### src/rtl/vram_arbiter.sv
// -----------------------------------------------------------------------------
// vram_arbiter
//
// Shares one six-plane VRAM array (six 8K x 8 synchronous RAMs with a common
// address and write data bus) between the CPU and the video fetch engine.
// Each access is ACC (RAM cycle) followed by RD (read data valid), so at most
// one access completes every two cycles. Video normally wins a simultaneous
// request. A starvation counter lets the CPU win once it has been refused
// STARVE times in a row. The requester being acked is excluded from the
// re-arbitration on that same edge, which makes continuous contention
// alternate V,C,V,C.
//
// Ports
//   clk, reset        system clock, asynchronous active-high reset
//   cpu_req/we/addr/din/rd_mask/wr_mask
//                     CPU request (level, held until cpu_ack) and the fields
//                     sampled at grant
//   cpu_dout, cpu_ack read data (OR of selected planes) with a 1-cycle ack
//   cpu_wait_n        combinational Z80 wait line, low while a request waits
//   vid_req, vid_addr video fetch request (level, held until vid_ack)
//   vid_data, vid_ack all six plane bytes {plane6..plane1} with a 1-cycle ack
//   mem_addr/we/din   registered RAM controls (per-plane write enables)
//   mem_q             RAM read data, one cycle after mem_addr
// -----------------------------------------------------------------------------
module vram_arbiter #(
    parameter int AW     = 13,
    parameter int STARVE = 4
) (
    input  logic          clk,
    input  logic          reset,
    input  logic          cpu_req,
    input  logic          cpu_we,
    input  logic [AW-1:0] cpu_addr,
    input  logic [7:0]    cpu_din,
    input  logic [5:0]    cpu_rd_mask,
    input  logic [5:0]    cpu_wr_mask,
    output logic [7:0]    cpu_dout,
    output logic          cpu_ack,
    output logic          cpu_wait_n,
    input  logic          vid_req,
    input  logic [AW-1:0] vid_addr,
    output logic [47:0]   vid_data,
    output logic          vid_ack,
    output logic [AW-1:0] mem_addr,
    output logic [5:0]    mem_we,
    output logic [7:0]    mem_din,
    input  logic [47:0]   mem_q
);

    localparam int SW = (STARVE < 1) ? 1 : $clog2(STARVE + 1);
    localparam logic [SW-1:0] STARVE_MAX = SW'(STARVE);

    typedef enum logic [1:0] {S_IDLE, S_ACC, S_RD} state_t;
    typedef enum logic {OWN_VID, OWN_CPU} owner_t;

    state_t        state;
    owner_t        owner;
    logic          owner_we;     // current CPU access is a write
    logic [5:0]    rd_mask_q;    // read-bank mask latched at grant
    logic [SW-1:0] starve_cnt;

    logic cpu_elig, vid_elig;
    logic grant_cpu, grant_vid;
    logic acking_cpu;
    logic [7:0] rd_or;

    // Arbitration happens from IDLE and on the RD edge; on the RD edge the
    // owner being acked still shows req=1 and must not be granted again.
    // NOTE: every signal assigned in always_comb gets a default first so no
    // path leaves it unassigned, which would infer a latch.
    always_comb begin
        cpu_elig = 1'b0;
        vid_elig = 1'b0;
        case (state)
            S_IDLE: begin
                cpu_elig = cpu_req;
                vid_elig = vid_req;
            end
            S_RD: begin
                cpu_elig = cpu_req && (owner != OWN_CPU);
                vid_elig = vid_req && (owner != OWN_VID);
            end
            default: ;
        endcase
        grant_cpu  = cpu_elig && (!vid_elig || (starve_cnt == STARVE_MAX));
        grant_vid  = vid_elig && !grant_cpu;
        acking_cpu = (state == S_RD) && (owner == OWN_CPU);
    end

    // CPU read data: OR of the plane bytes enabled in the read-bank mask.
    always_comb begin
        rd_or = 8'h00;
        for (int i = 0; i < 6; i++) begin
            if (rd_mask_q[i]) rd_or = rd_or | mem_q[8*i +: 8];
        end
    end

    assign cpu_wait_n = ~(cpu_req & ~cpu_ack);

    // NOTE: sequential state uses non-blocking assignments so every register
    // samples the pre-edge values, independent of statement order.
    always_ff @(posedge clk or posedge reset) begin
        if (reset) begin
            state      <= S_IDLE;
            owner      <= OWN_VID;
            owner_we   <= 1'b0;
            rd_mask_q  <= 6'h00;
            starve_cnt <= '0;
            mem_addr   <= '0;
            mem_we     <= 6'h00;
            mem_din    <= 8'h00;
            cpu_dout   <= 8'h00;
            vid_data   <= 48'h0;
            cpu_ack    <= 1'b0;
            vid_ack    <= 1'b0;
        end else begin
            cpu_ack <= 1'b0;
            vid_ack <= 1'b0;

            // Consecutive edges the CPU has been refused.
            if (!cpu_req || grant_cpu)
                starve_cnt <= '0;
            else if (!acking_cpu && (starve_cnt != STARVE_MAX))
                starve_cnt <= starve_cnt + SW'(1);

            case (state)
                S_ACC: begin
                    mem_we <= 6'h00;          // exactly one write cycle
                    state  <= S_RD;
                end
                S_RD: begin
                    if (owner == OWN_CPU) begin
                        cpu_ack  <= 1'b1;
                        cpu_dout <= owner_we ? 8'h00 : rd_or;
                    end else begin
                        vid_ack  <= 1'b1;
                        vid_data <= mem_q;
                    end
                    state <= S_IDLE;
                end
                default: ;
            endcase

            // A grant (from IDLE or on the RD edge) overrides the next state.
            if (grant_cpu) begin
                state     <= S_ACC;
                owner     <= OWN_CPU;
                owner_we  <= cpu_we;
                rd_mask_q <= cpu_rd_mask;
                mem_addr  <= cpu_addr;
                mem_we    <= cpu_we ? cpu_wr_mask : 6'h00;
                if (cpu_we) mem_din <= cpu_din;
            end else if (grant_vid) begin
                state     <= S_ACC;
                owner     <= OWN_VID;
                owner_we  <= 1'b0;
                mem_addr  <= vid_addr;
                mem_we    <= 6'h00;
            end
        end
    end

endmodule

### config.mk
export PLATFORM = sky130hd
export DESIGN_NAME = vram_arbiter
export DESIGN_NICKNAME = d
export VERILOG_FILES = /design/src/rtl/vram_arbiter.sv
export SDC_FILE = /design/constraint.sdc
export NUM_CORES = 1
export LEC_CHECK = 0
export CAP_MARGIN = 20
export CORE_ASPECT_RATIO = 1.4
export CORE_MARGIN = 10
export CORE_UTILIZATION = 60
export CTS_CLUSTER_SIZE = 12
export DETAILED_ROUTE_END_ITERATION = 12
export DONT_BUFFER_PORTS = 1
export PLACE_DENSITY = 0.76
export REMOVE_ABC_BUFFERS = 1
export SYNTH_ARGS = -nofsm -noshare
export SYNTH_HDL_FRONTEND = slang
export SYNTH_SLANG_ARGS = --single-unit
### constraint.sdc
create_clock -name clk -period 3.11 [get_ports clk]
set_input_delay 0.311 -clock clk [delete_from_list [all_inputs] [get_ports clk]]
set_output_delay 0.311 -clock clk [all_outputs]
set_load 0.01 [all_outputs]
# Yosys cells after proc, flatten, opt, wreduce, memory -nomap -nowiden
# Index checks and enable logic that the tools add are counted.
# Widths: inputs -> output; s select.
[word_totals]
reg_bits = 98
inputBits = 99
out_inout_bits = 86
word_cells = 73
[op_classes]
add_sub_neg = 1
eq_ne = 4
muxes = 27
n_bitwise = 9
n_reduce_logical = 20
[op_table]
columns = ["cell", "count"]
rows = [
  ["$mux 8", 7],
  ["$or 8x8->8", 5],
  ["$mux 13", 2],
  ["$mux 6", 4],
  ["$mux 1", 7],
  ["$logic_and 1x1->1", 6],
  ["$mux 3", 2],
  ["$reduce_and 2->1", 3],
  ["$logic_not 1->1", 4],
  ["$mux 2", 2],
  ["$pmux 1 s2", 2],
  ["$pmux 2 s2", 1],
  ["$reduce_bool 2->1", 2],
  ["$reduce_bool 4->1", 1],
  ["$add 3x1->3 const B", 1],
  ["$eq 3x3->1 const B", 1],
  ["$ne 3x3->1 const B", 1],
  ["$not 1->1", 3],
  ["$reduce_bool 3->1", 1],
  ["$eq 2x1->1 const B", 1],
  ["$eq 2x2->1 const B", 1],
  ["$logic_not 2->1", 1],
  ["$logic_or 1x1->1", 2],
  ["$and 1x1->1", 1],
]

# Depth between registers and ports, before layout
# Gate-level depths: netlist (run 1).
[logic_depth]
ltp_word = 12
mapped_depth = 9
depth_no_buf = 7

# Worst setup path after synthesis (run 1)
# Ideal clock, no wire load.
[synth_timing]
kind = "register to register"
from = "register state[0]"
to = "register mem_din[0]"
setup_time_ns = 0.125
t_arrival_ns = 1.709
required_ns = 2.985
setup_slack_ns = 1.276
stages_incl_launch_ff = 10
n_path_buf = 2
synth_period_minus_slack_ns = 1.834
path_cell_list = "dfrtp_1 -> inv_1 -> ha_1 -> nand2b_2 -> inv_2 -> o221a_4 -> and2_1 -> buf_6 -> buf_6 -> mux2_4"
[synth_via]
elab_chain_len = 6
word_cells_on_any_way = 8
[synth_rtl]
columns = ["element", "line", "source"]
rows = [
  ["start, declared", "56", "state_t state;"],
  ["start signal, assigned", "104", "state <= S_IDLE;"],
  ["start signal, assigned", "129", "state <= S_RD;"],
  ["start signal, assigned", "139", "state <= S_IDLE;"],
  ["$eq 2x2->1 / $logic_not 2->1 (equally long branches)", "74", "case (state)"],
  ["$pmux 1 s2", "74", ""],
  ["$logic_not 1->1", "85", "grant_cpu = cpu_elig && (!vid_elig || (starve_cnt == STARVE_MAX));"],
  ["$logic_or 1x1->1", "85", ""],
  ["$logic_and 1x1->1 (*)", "85", ""],
  ["$reduce_and 2->1 (no line) (*)", "--", ""],
  ["end signal, assigned", "152", "if (cpu_we) mem_din <= cpu_din;"],
  ["end, declared", "46", "output logic [7:0] mem_din,"],
]
# Every way passes the cells marked *; elsewhere a longest branch is shown, timed or not.
# A chain may end at the register's enable or synchronous reset.

# Worst setup path in the final report (run 1)
[layout_timing]
from = "register state[0]"
to = "register mem_we[2]"
[layout_via]
elab_chain_len = 9
word_cells_on_any_way = 13
[layout_rtl]
columns = ["element", "line", "source"]
rows = [
  ["$eq 2x2->1 / $logic_not 2->1 (equally long branches)", "74", ""],
  ["$pmux 1 s2", "74", ""],
  ["$logic_not 1->1", "85", ""],
  ["$logic_or 1x1->1", "85", ""],
  ["$logic_and 1x1->1", "85", ""],
  ["$logic_not 1->1", "86", "grant_vid = vid_elig && !grant_cpu;"],
  ["$logic_and 1x1->1", "86", ""],
  ["$mux 6", "153", "end else if (grant_vid) begin"],
  ["$mux 6", "145", "if (grant_cpu) begin"],
  ["end signal, assigned", "151", "mem_we <= cpu_we ? cpu_wr_mask : 6'h00;"],
  ["end, declared", "45", "output logic [5:0] mem_we,"],
]
# Parallel ways exist; a longest one is shown, timed or not.

==> reports/qor.yml, run 1 <==
status: "finished, final reports clean"
synth_edf_count: 0
cp_slowest_cell: "nor3_1"
power_density_mw_per_mm2: 1130
wire_per_inst_um: 21.9
synth.most_common_cell: "nand2_1"
grt_pass1_vias: 3033
cts_resized: 0
drt-pass1-iter-count: 7
vias_per_cell: 5.83
async_reset_ff_share_pct: 100
cts_buffer_depth: 2
yosys.area.top_type: "dfrtp_1"
worstMarginPinSlew_ns: 0.722
cp-start-kind: "flop"
clock-sinks: 98
cts_setup_buffers: 0
start_util_pct: 61.9
critPathRequiredTime_ns: 3.39
syn-instance-count: 391
cts_root_buf: "clkbuf_8"
critical_path.max_stage_delay_ns: 0.60
grt_overflow: 0
grt_util_all_layers_pct: 19.7
route.detailed.drc: 0
pre_cts_ws_ns: 0.570
grt_first_pass_wirelength_um: 16700
numCtsBuffers: 9
io_buffers: 0
routed_wl_um: 10600
hold_viol_final: 0
ant_nets: 0
worstPathCellList: "inv_1 > ha_1 > nand2_1 > inv_1 > o21a_1 > nor3_1 > a22o_1"
clk_pin_slew_ns: 0.09
synth_seq_cells: 98
diodes: 0
gp_congestion: 0.745
die_area_mm2: 0.0106
synth-seq-area-share_pct: 59.9
leakagePower_uw: 0.00217
htreeDepth: 3
hold_buffers: 0
arrival_ns: 2.55
nets: 490
synth_common_cells: "nand2_1 (146), dfrtp_1 (98), a22oi_1 (24), clkbuf_1 (17), a22o_1 (14)"
tns_ns: 0
fillerInstances: 512
worst_path_most_repeated_cell: "inv_1"
hold_path.class: "input pin to flop"
crit_type: "flop to flop"
ir_drop_v: 0.000574
cp_max_fo: 12
max_slew_margin_pct: 51.5
maxSlewViolCount: 0
synth_ff_type: "dfrtp_1"
row_count: 35
skew_ns: 0.0131
cp-end-kind: "flop"
synth_cell_types: 30
rsz0062_at_grt: "false"
dr.first_iter.drc_count: 133
drive_gt1_share_pct: 9.72
cap_violations: 0
die_h_um: 118
cts_tree: "built"
grt_max_degree: 87
period_share_pct: 73.1
yosys_warnings: 0
period_minus_slack_ns: 2.27
die_w_um: 89.8
synth.area.top_cells: "dfrtp_1 (60%), nand2_1 (13%), a22oi_1 (4.4%)"
antenna_found_initial: 0
clock_latency_ns: 0.35
syn2layout_area_growth_pct: 6.93
ios: 185
syn_avg_cell_area_um2: 10.5
fmax_mhz: 440
yosys.area.top_type_share_pct: 59.9
timing.final.ws_setup_ns: 0.837
dp_hpwl_um: 7830
vias: 2817
setup_viol: 0
synth_area_mm2: 0.00410
core-area_mm2: 0.00661
-- power by group --
part / switching (µW) / internal, µW
Clock: 408 / 395
Combinational: 734 / 669
Sequential: 841 / 1890
Total: 1980 / 2950
-- layout make-up --
cell class | instances | area (µm²) | share of cell area [%]
sequential | 98 | 2450 | 56.0
multi-input combinational | 263 | 1510 | 34.5
clock buffer | 12 | 145 | 3.31
tap | 92 | 115 | 2.63
timing repair buffer | 7 | 75.1 | 1.71
clock inverter | 4 | 51.3 | 1.17
inverter | 7 | 28.8 | 0.657
-- layer usage --
metal,up-vias,global-route usage [%],share of wire [%]
met5,-,0,0
met4,0,6.80,1.8
met3,14,9.83,12
met2,155,32.0,50
met1,1343,21.7,37
li1,1305,-,-
-- worst paths after layout --
check,startpoint,end,slack (ns),cells past startpoint
max,state[0],mem_we[2],0.84,7
min,mem_q[10],vid_data[10],0.06,2
max reg2reg,state[0],mem_we[2],0.84,7
min reg2reg,owner_we,owner_we,0.51,1
max in group asynchronous,reset,vid_data[33],1.92,4
min in group asynchronous,reset,vid_data[28],0.36,2
-- per-stage QoR --
| step | instance area [µm²] | std cells | hold slack (ns) | total power (µW) | utilization (%) |
|---|---|---|---|---|---|
| after floorplan | 3990 | 368 | 0.416 | 3650 | - |
| after global placement | 4140 | 464 | 0.419 | 4100 | 62.6 |
| after detailed placement | 4140 | 464 | 0.422 | 4190 | 62.6 |
| after CTS | 4340 | 480 | 0.0436 | 4990 | 65.6 |
| after global routing | 4380 | 483 | 0.0239 | 5320 | 66.2 |
| final | 4380 | 483 | 0.0604 | 4940 | 66.2 |
-- registers in the layout, summed over array words and instances, names as in the netlist --
register,flops
owner,1
cpu_dout,8
mem_addr,13
rd_mask_q,6
state,2
mem_din,8
vid_data,48
starve_cnt,3
vid_ack,1
cpu_ack,1
mem_we,6
owner_we,1
-- cells in the final DEF (no fill, tap or decap), types with 2 or more instances in the layout --
cell	netlist	final
nand2b_1	2	2
a221o_1	13	13
inv_1	6	5
o21a_1	2	2
nand3_1	8	8
mux2_4	3	3
nand2_1	146	146
o21ai_0	2	2
nor3_1	2	2
a21o_1	2	2
dfrtp_1	98	98
and2_0	13	13
mux2i_1	2	2
buf_4	0	4
a22oi_1	24	24
clkbuf_8	0	10
clkbuf_1	17	2
mux2_2	11	11
nor2_1	5	5
ha_1	5	5
a22o_1	14	14
and2_1	3	3
-- worst max-delay path: cells and delay by family, from the launching register on --
family	cells	cell delay, ns
AND/OR/NAND/NOR	2	0.96
AO/OA/AOI/OAI	2	0.44
flip-flops	1	0.36
buffers and inverters	2	0.23
adder cells (fa/ha/maj)	1	0.23
-- cells by family after synthesis --
family | Yosys count | synth area share (%)
and+or+nand+nor | 181 | 18.3
DFF | 98 | 59.9
AOI/OAI and AO/OA | 60 | 12.3
buffers and inverters | 30 | 3.21
muxes | 16 | 4.61
adders and majority gates | 5 | 1.53
xor gates and xnor gates | 1 | 0.214
No activity file was read; power rests on OpenSTA's default activity.
==> inputs of run 2 (changes only) <==
clock period = 2.3 ns   (was 3.11 ns; I/O delays follow)
==> run 2 against run 1 <==
Die area did not move. Clock skew fell by 0.0024 ns. Setup slack got worse by 0.39 ns. Largest power group unchanged. First-iteration DRC count rose by 74%. Hold slack got worse by 0.046 ns. Non-clock buffer count rose by 50. Critical path depth did not move. Wire length rose by 11%. Power rose by 40%. Fmax rose by 23%.
==> reports/qor.yml, run 2 (same netlist as run 1, synthesis figures left out) <==
dp_hpwl_um: 7890  # +0.84%
worstPathCellList: "inv_1 > ha_1 > nand2_1 > o221a_4 > and2_1 > buf_4 > mux2_4"
clock-sinks: 98  # unchanged
cts_tree: "built"
ir_drop_v: 0.000828  # +44%
cp-end-kind: "flop"
p_sw_uw: 2740  # +38%
p_clk_share_pct: 16.8  # +0.5 points
multi_input_area_mm2: 0.00151  # unchanged
route.detailed.drc: 0  # unchanged
cp_slowest_cell: "dfrtp_1"
cts_resized: 0  # unchanged
critical_path.max_stage_delay_ns: 0.39  # -0.21 ns
hold_start: "mem_q[29]"
power_density_mw_per_mm2: 1420  # +26%
r2r_end: "mem_din[1]"
p_int_uw: 4180  # +41%
leakagePower_uw: 0.00238  # +10%
ios: 185  # unchanged
cp_max_fo: 15  # +3
cp-start-kind: "flop"
pwr-share-seq_pct: 53.8  # -1.5 points
fillerInstances: 448  # -13%
final_cell_mix: "nand2_1 (146), dfrtp_1 (98), dlygate4sd3_1 (48)"
skew_ns: 0.0107  # -0.00242 ns
final-seq-area_mm2: 0.00245  # unchanged
drt-pass1-iter-count: 5  # -2
grt_pass1_vias: 3389  # +12%
worstMarginPinSlew_ns: 0.771  # +0.0493 ns
crit_type: "flop to flop"
cts_setup_buffers: 0  # unchanged
rsz0062_at_grt: "false"
routed_wl_um: 11700  # +11%
start_util_pct: 61.9  # unchanged
io_buffers: 0  # unchanged
p_comb_share_pct: 29.4  # +1.0 points
vias_per_cell: 5.94  # +1.8%
numCtsBuffers: 9  # unchanged
maxSlewViolCount: 0  # unchanged
power.switching_fraction_pct: 39.6  # -0.57 points
clock_latency_ns: 0.35  # about the same
cts_root_buf: "clkbuf_8"
final_common_cell: "nand2_1"
final_cell_area_mm2: 0.00488  # +11%
die_h_um: 118  # unchanged
largest_reg_flops: 48  # unchanged
cts_buffer_depth: 2  # unchanged
hold-path-endpoint: "vid_data[29]"
syn2layout_area_growth_pct: 19.1
drive_gt1_share_pct: 9.11  # -0.61 points
setup_viol: 0  # unchanged
die_w_um: 89.8  # unchanged
grt_first_pass_wirelength_um: 18400  # +10%
ant_nets: 0  # unchanged
clk_pin_slew_ns: 0.08  # about the same
grt_util_all_layers_pct: 21.4  # +1.7 points
worstHoldPathCells: 2  # unchanged
hold_path.class: "input pin to flop"
arrival_ns: 2.08  # -0.47 ns
r2r-start: "state[0]"
top_regs: "vid_data x48, mem_addr x13"
grt_max_degree: 63  # -28%
r2r_setup_slack_ns: 0.45  # -0.39 ns
fin_total_pwr_uw: 6910  # +40%
hold_buffers: 48  # +48
period_minus_slack_ns: 1.85  # -0.424 ns
gp_congestion: 0.776  # +4.2%
max_slew_margin_pct: 48.6  # -2.9 points
critPathRequiredTime_ns: 2.53  # -0.86 ns
die_area_mm2: 0.0106  # unchanged
dr.first_iter.drc_count: 231  # +74%
fmax_mhz: 541  # +23%
row_count: 35  # unchanged
htreeDepth: 3  # unchanged
nets: 540  # +10%
hold_viol_final: 0  # unchanged
antenna_found_initial: 1  # +1
placed_area_mm2: 0.00418  # +1.0%
period_share_pct: 80.4  # +7.3 points
cp.buffers_inverters: 2  # unchanged
crit_family: "flip-flops"
utilization_pct: 73.8  # +7.5 points
cap_violations: 0  # unchanged
wire_per_inst_um: 22.0  # +0.66%
top_register: "vid_data"
core-area_mm2: 0.00661  # unchanged
grt_overflow: 0  # unchanged
vias: 3159  # +12%
status: "finished, final reports clean"
reg2reg_depth: 7  # unchanged
[run 2: layout make-up]
cell class | instances | share of cell area, %
multi-input combinational | 263 | 31.0
tap | 92 | 2.36
timing repair buffer | 57 | 11.5
clock buffer | 11 | 2.90
inverter | 7 | 0.590
antenna | 1 | 0.0513
clock inverter | 3 | 1.33
sequential | 98 | 50.3
[run 2: power groups by stage]
stage               clock (µW)  sequential (µW)  combinational, µW
floorplan                    0             3390               1540
global placement             0             3720               1860
detailed placement           0             3750               1960
CTS                       1190             3720               2040
global route              1260             3820               2300
finish                    1160             3720               2030
[run 2: stage by stage]
| step | worst slack [ns] | hold slack (ns) | TNS (ns) | cells |
|---|---|---|---|---|
| floorplan | -0.636 | 0.335 | -61.65 | 368 |
| global placement | 0.274 | 0.283 | 0 | 468 |
| detailed placement | 0.152 | 0.296 | 0 | 468 |
| CTS | 0.132 | 0.000778 | 0 | 530 |
| global route | 0.310 | 0.00840 | 0 | 532 |
| finish | 0.451 | 0.0146 | 0 | 532 |
[run 2: how the worst max path moves through the flow]
stage / from / end / slack [ns] / cells past startpoint
2_1_floorplan: state[0] / mem_din[3] / -0.64 / 7
3_3_place_gp: state[0] / mem_addr[3] / 0.27 / 7
3_5_place_dp: state[0] / mem_addr[9] / 0.15 / 7
4_1_cts: state[0] / mem_addr[9] / 0.13 / 7
5_1_grt: state[0] / mem_addr[9] / 0.31 / 8
6_report: state[0] / mem_din[1] / 0.45 / 7
[run 2: layer usage]
layer  track usage (%)  part of all wire, %  wire (µm)  vias to the layer above
met1              22.7                   35       4050                     1523
met3              9.51                   13       1480                       31
met2              35.5                   49       5770                      200
met4              9.84                  3.4        395                        0
met5                 0                    0          0                        -
li1                  -                    -          -                     1405
==> inputs of run 3 (changes only) <==
clock period = 1.8 ns   (was 2.3 ns; I/O delays follow)
==> run 3 against run 2 <==
Global-route usage is 2.6 points higher. Die area did not move. Wire length is 12% higher. Critical path depth grew 2. Via count grew 7.7%. Design area rose by 10%. Clock skew grew 0.0047 ns. Clock-buffer cell count up 1. Fmax rose by 4.4%. Sequential power increased by 28%. Critical path type unchanged. Critical endpoint is now mem_addr[5]. Highest routed layer unchanged.
==> reports/qor.yml, run 3 (same netlist as run 1, synthesis figures left out) <==
vias_per_cell: 5.90  # -0.68%
maxSlewViolCount: 0  # unchanged
start_util_pct: 61.9  # unchanged
cp-end-kind: "flop"
grt_first_pass_wirelength_um: 20600  # +12%
critical_path.max_stage_delay_ns: 0.41  # +0.02 ns
drt-pass1-iter-count: 5  # unchanged
crit_type: "flop to flop"
fin_hold_ws_ns: 0.0452  # +0.0306 ns
cts_tree: "built"
grt_overflow: 0  # unchanged
worstMarginPinSlew_ns: 0.508  # -0.262 ns
io_buffers: 0  # unchanged
dp_hpwl_um: 8110  # +2.8%
largest_reg_flops: 48  # unchanged
final_common_cell: "nand2_1"
die_w_um: 89.8  # unchanged
max_slew_margin_pct: 66.1  # +17 points
vias: 3403  # +7.7%
arrival_ns: 2.00  # -0.08 ns
leakagePower_uw: 0.00259  # +8.7%
final_cell_mix: "nand2_1 (145), dfrtp_1 (98), dlygate4sd3_1 (82)"
period_share_pct: 98.4  # +18 points
worstPathCellList: "inv_2 > ha_4 > nand2_2 > inv_2 > buf_4 > o21a_1 > nor2_4 > buf_6 > a221o_1"
cts_buffer_depth: 2  # unchanged
core-area_mm2: 0.00661  # unchanged
power_density_mw_per_mm2: 1710  # +21%
cap_violations: 0  # unchanged
numCtsBuffers: 9  # unchanged
utilization_pct: 81.5  # +7.7 points
clock-sinks: 98  # unchanged
dr.first_iter.drc_count: 234  # +1.3%
setup_viol: 0  # unchanged
ir_drop_v: 0.000992  # +20%
cp_slowest_cell: "dfrtp_1"
route.detailed.drc: 0  # unchanged
drive_gt1_share_pct: 12.6  # +3.5 points
fillerInstances: 381  # -15%
grt_pass1_vias: 3766  # +11%
skew_ns: 0.0154  # +0.00472 ns
gp_congestion: 0.773  # -0.41%
clk_pin_slew_ns: 0.08  # about the same
wire_per_inst_um: 22.8  # +3.5%
ant_nets: 0  # unchanged
critPathRequiredTime_ns: 2.03  # -0.50 ns
top_register: "vid_data"
hold_viol_final: 0  # unchanged
period_minus_slack_ns: 1.77  # -0.0782 ns
nets: 584  # +8.1%
clock_latency_ns: 0.35  # about the same
grt_max_degree: 50  # -21%
placed_area_mm2: 0.00425  # +1.7%
row_count: 35  # unchanged
final_cell_area_mm2: 0.00539  # +10%
worst_path_most_repeated_cell: "inv_2"
top_regs: "vid_data x48, mem_addr x13"
status: "finished, final reports clean"
grt_util_all_layers_pct: 24.0  # +2.6 points
hold_path.class: "input pin to flop"
syn2layout_area_growth_pct: 31.6
antenna_found_initial: 1  # unchanged
routed_wl_um: 13100  # +12%
die_area_mm2: 0.0106  # unchanged
ios: 185  # unchanged
cp-start-kind: "flop"
fmax_mhz: 565  # +4.4%
htreeDepth: 3  # unchanged
cts_root_buf: "clkbuf_8"
die_h_um: 118  # unchanged
cp_max_fo: 7  # -8
rsz0062_at_grt: "true"
run 3: cell count changes in the layout (fill, tap and decap cells not counted), sizes merged:
cell,previous run,this run
dlygate4sd3,48,82
clkinvlp,0,1
bufinv,2,0
clkinv,1,2
buf,8,18
clkbuf,12,13
run 3: per-layer routing:
layer / global-route usage [%] / vias up / wire [µm]
met5: 0 / - / 0
met4: 8.92 / 0 / 325
met3: 11.2 / 30 / 1590
met2: 41.3 / 216 / 6920
met1: 24.6 / 1653 / 4300
li1: - / 1504 / -
run 3: area by class of cell:
type                    count  area [µm²]  area share (%)
clock inverters             3        25.0           0.464
diodes                      1        2.50          0.0464
well taps                  92         115            2.14
multi-input cells         263        1590            29.5
inverters                   7        28.8           0.534
flip-flops and latches     98        2450            45.5
repair buffers            101        1020            18.9
clock buffers              12         155            2.88
run 3: worst paths after layout:
check / from / to / cells past startpoint / slack, ns
min: cpu_req / starve_cnt[0] / 2 / 0.05
max in group asynchronous: reset / vid_data[9] / 3 / 0.83
min reg2reg: owner_we / owner_we / 1 / 0.52
max: state[0] / mem_addr[5] / 9 / 0.03
min in group asynchronous: reset / mem_din[1] / 2 / 0.34
max reg2reg: state[0] / mem_addr[5] / 9 / 0.03
run 3: report_power, final:
group | switching (µW) | total (µW) | internal (µW)
sequential | 1520 | 4780 | 3260
clock | 735 | 1310 | 577
combinational | 1540 | 3120 | 1580
run 3: critical path: cells and delay by family (launching register included):
| kind | cells | cell delay, ns |
|---|---|---|
| compound gates | 2 | 0.53 |
| fa+ha+maj | 1 | 0.16 |
| buf+inv | 4 | 0.42 |
| flops | 1 | 0.41 |
| simple gates | 2 | 0.14 |
run 3: stage by stage:
stage	power, µW	cells	setup slack (ns)	setup TNS, ns
6_report	9220	577	0.0291	0
3_3_place_gp	7240	476	-0.187	-2.42
3_5_place_dp	7410	476	-0.377	-5.23
4_1_cts	8910	573	0.00207	0
5_1_grt	9830	577	-0.0364	-0.442
2_1_floorplan	6300	368	-1.14	-127.09
run 3: repair_timing:
action | CTS | global route
hold buffers | 82 | 0
setup buffers | 0 | 1
resized for setup | 7 | 20
setup endpoints to repair | 29 | 32
hold endpoints to repair | 120 | 0
pin swaps | 0 | 12
cloned | 0 | 2
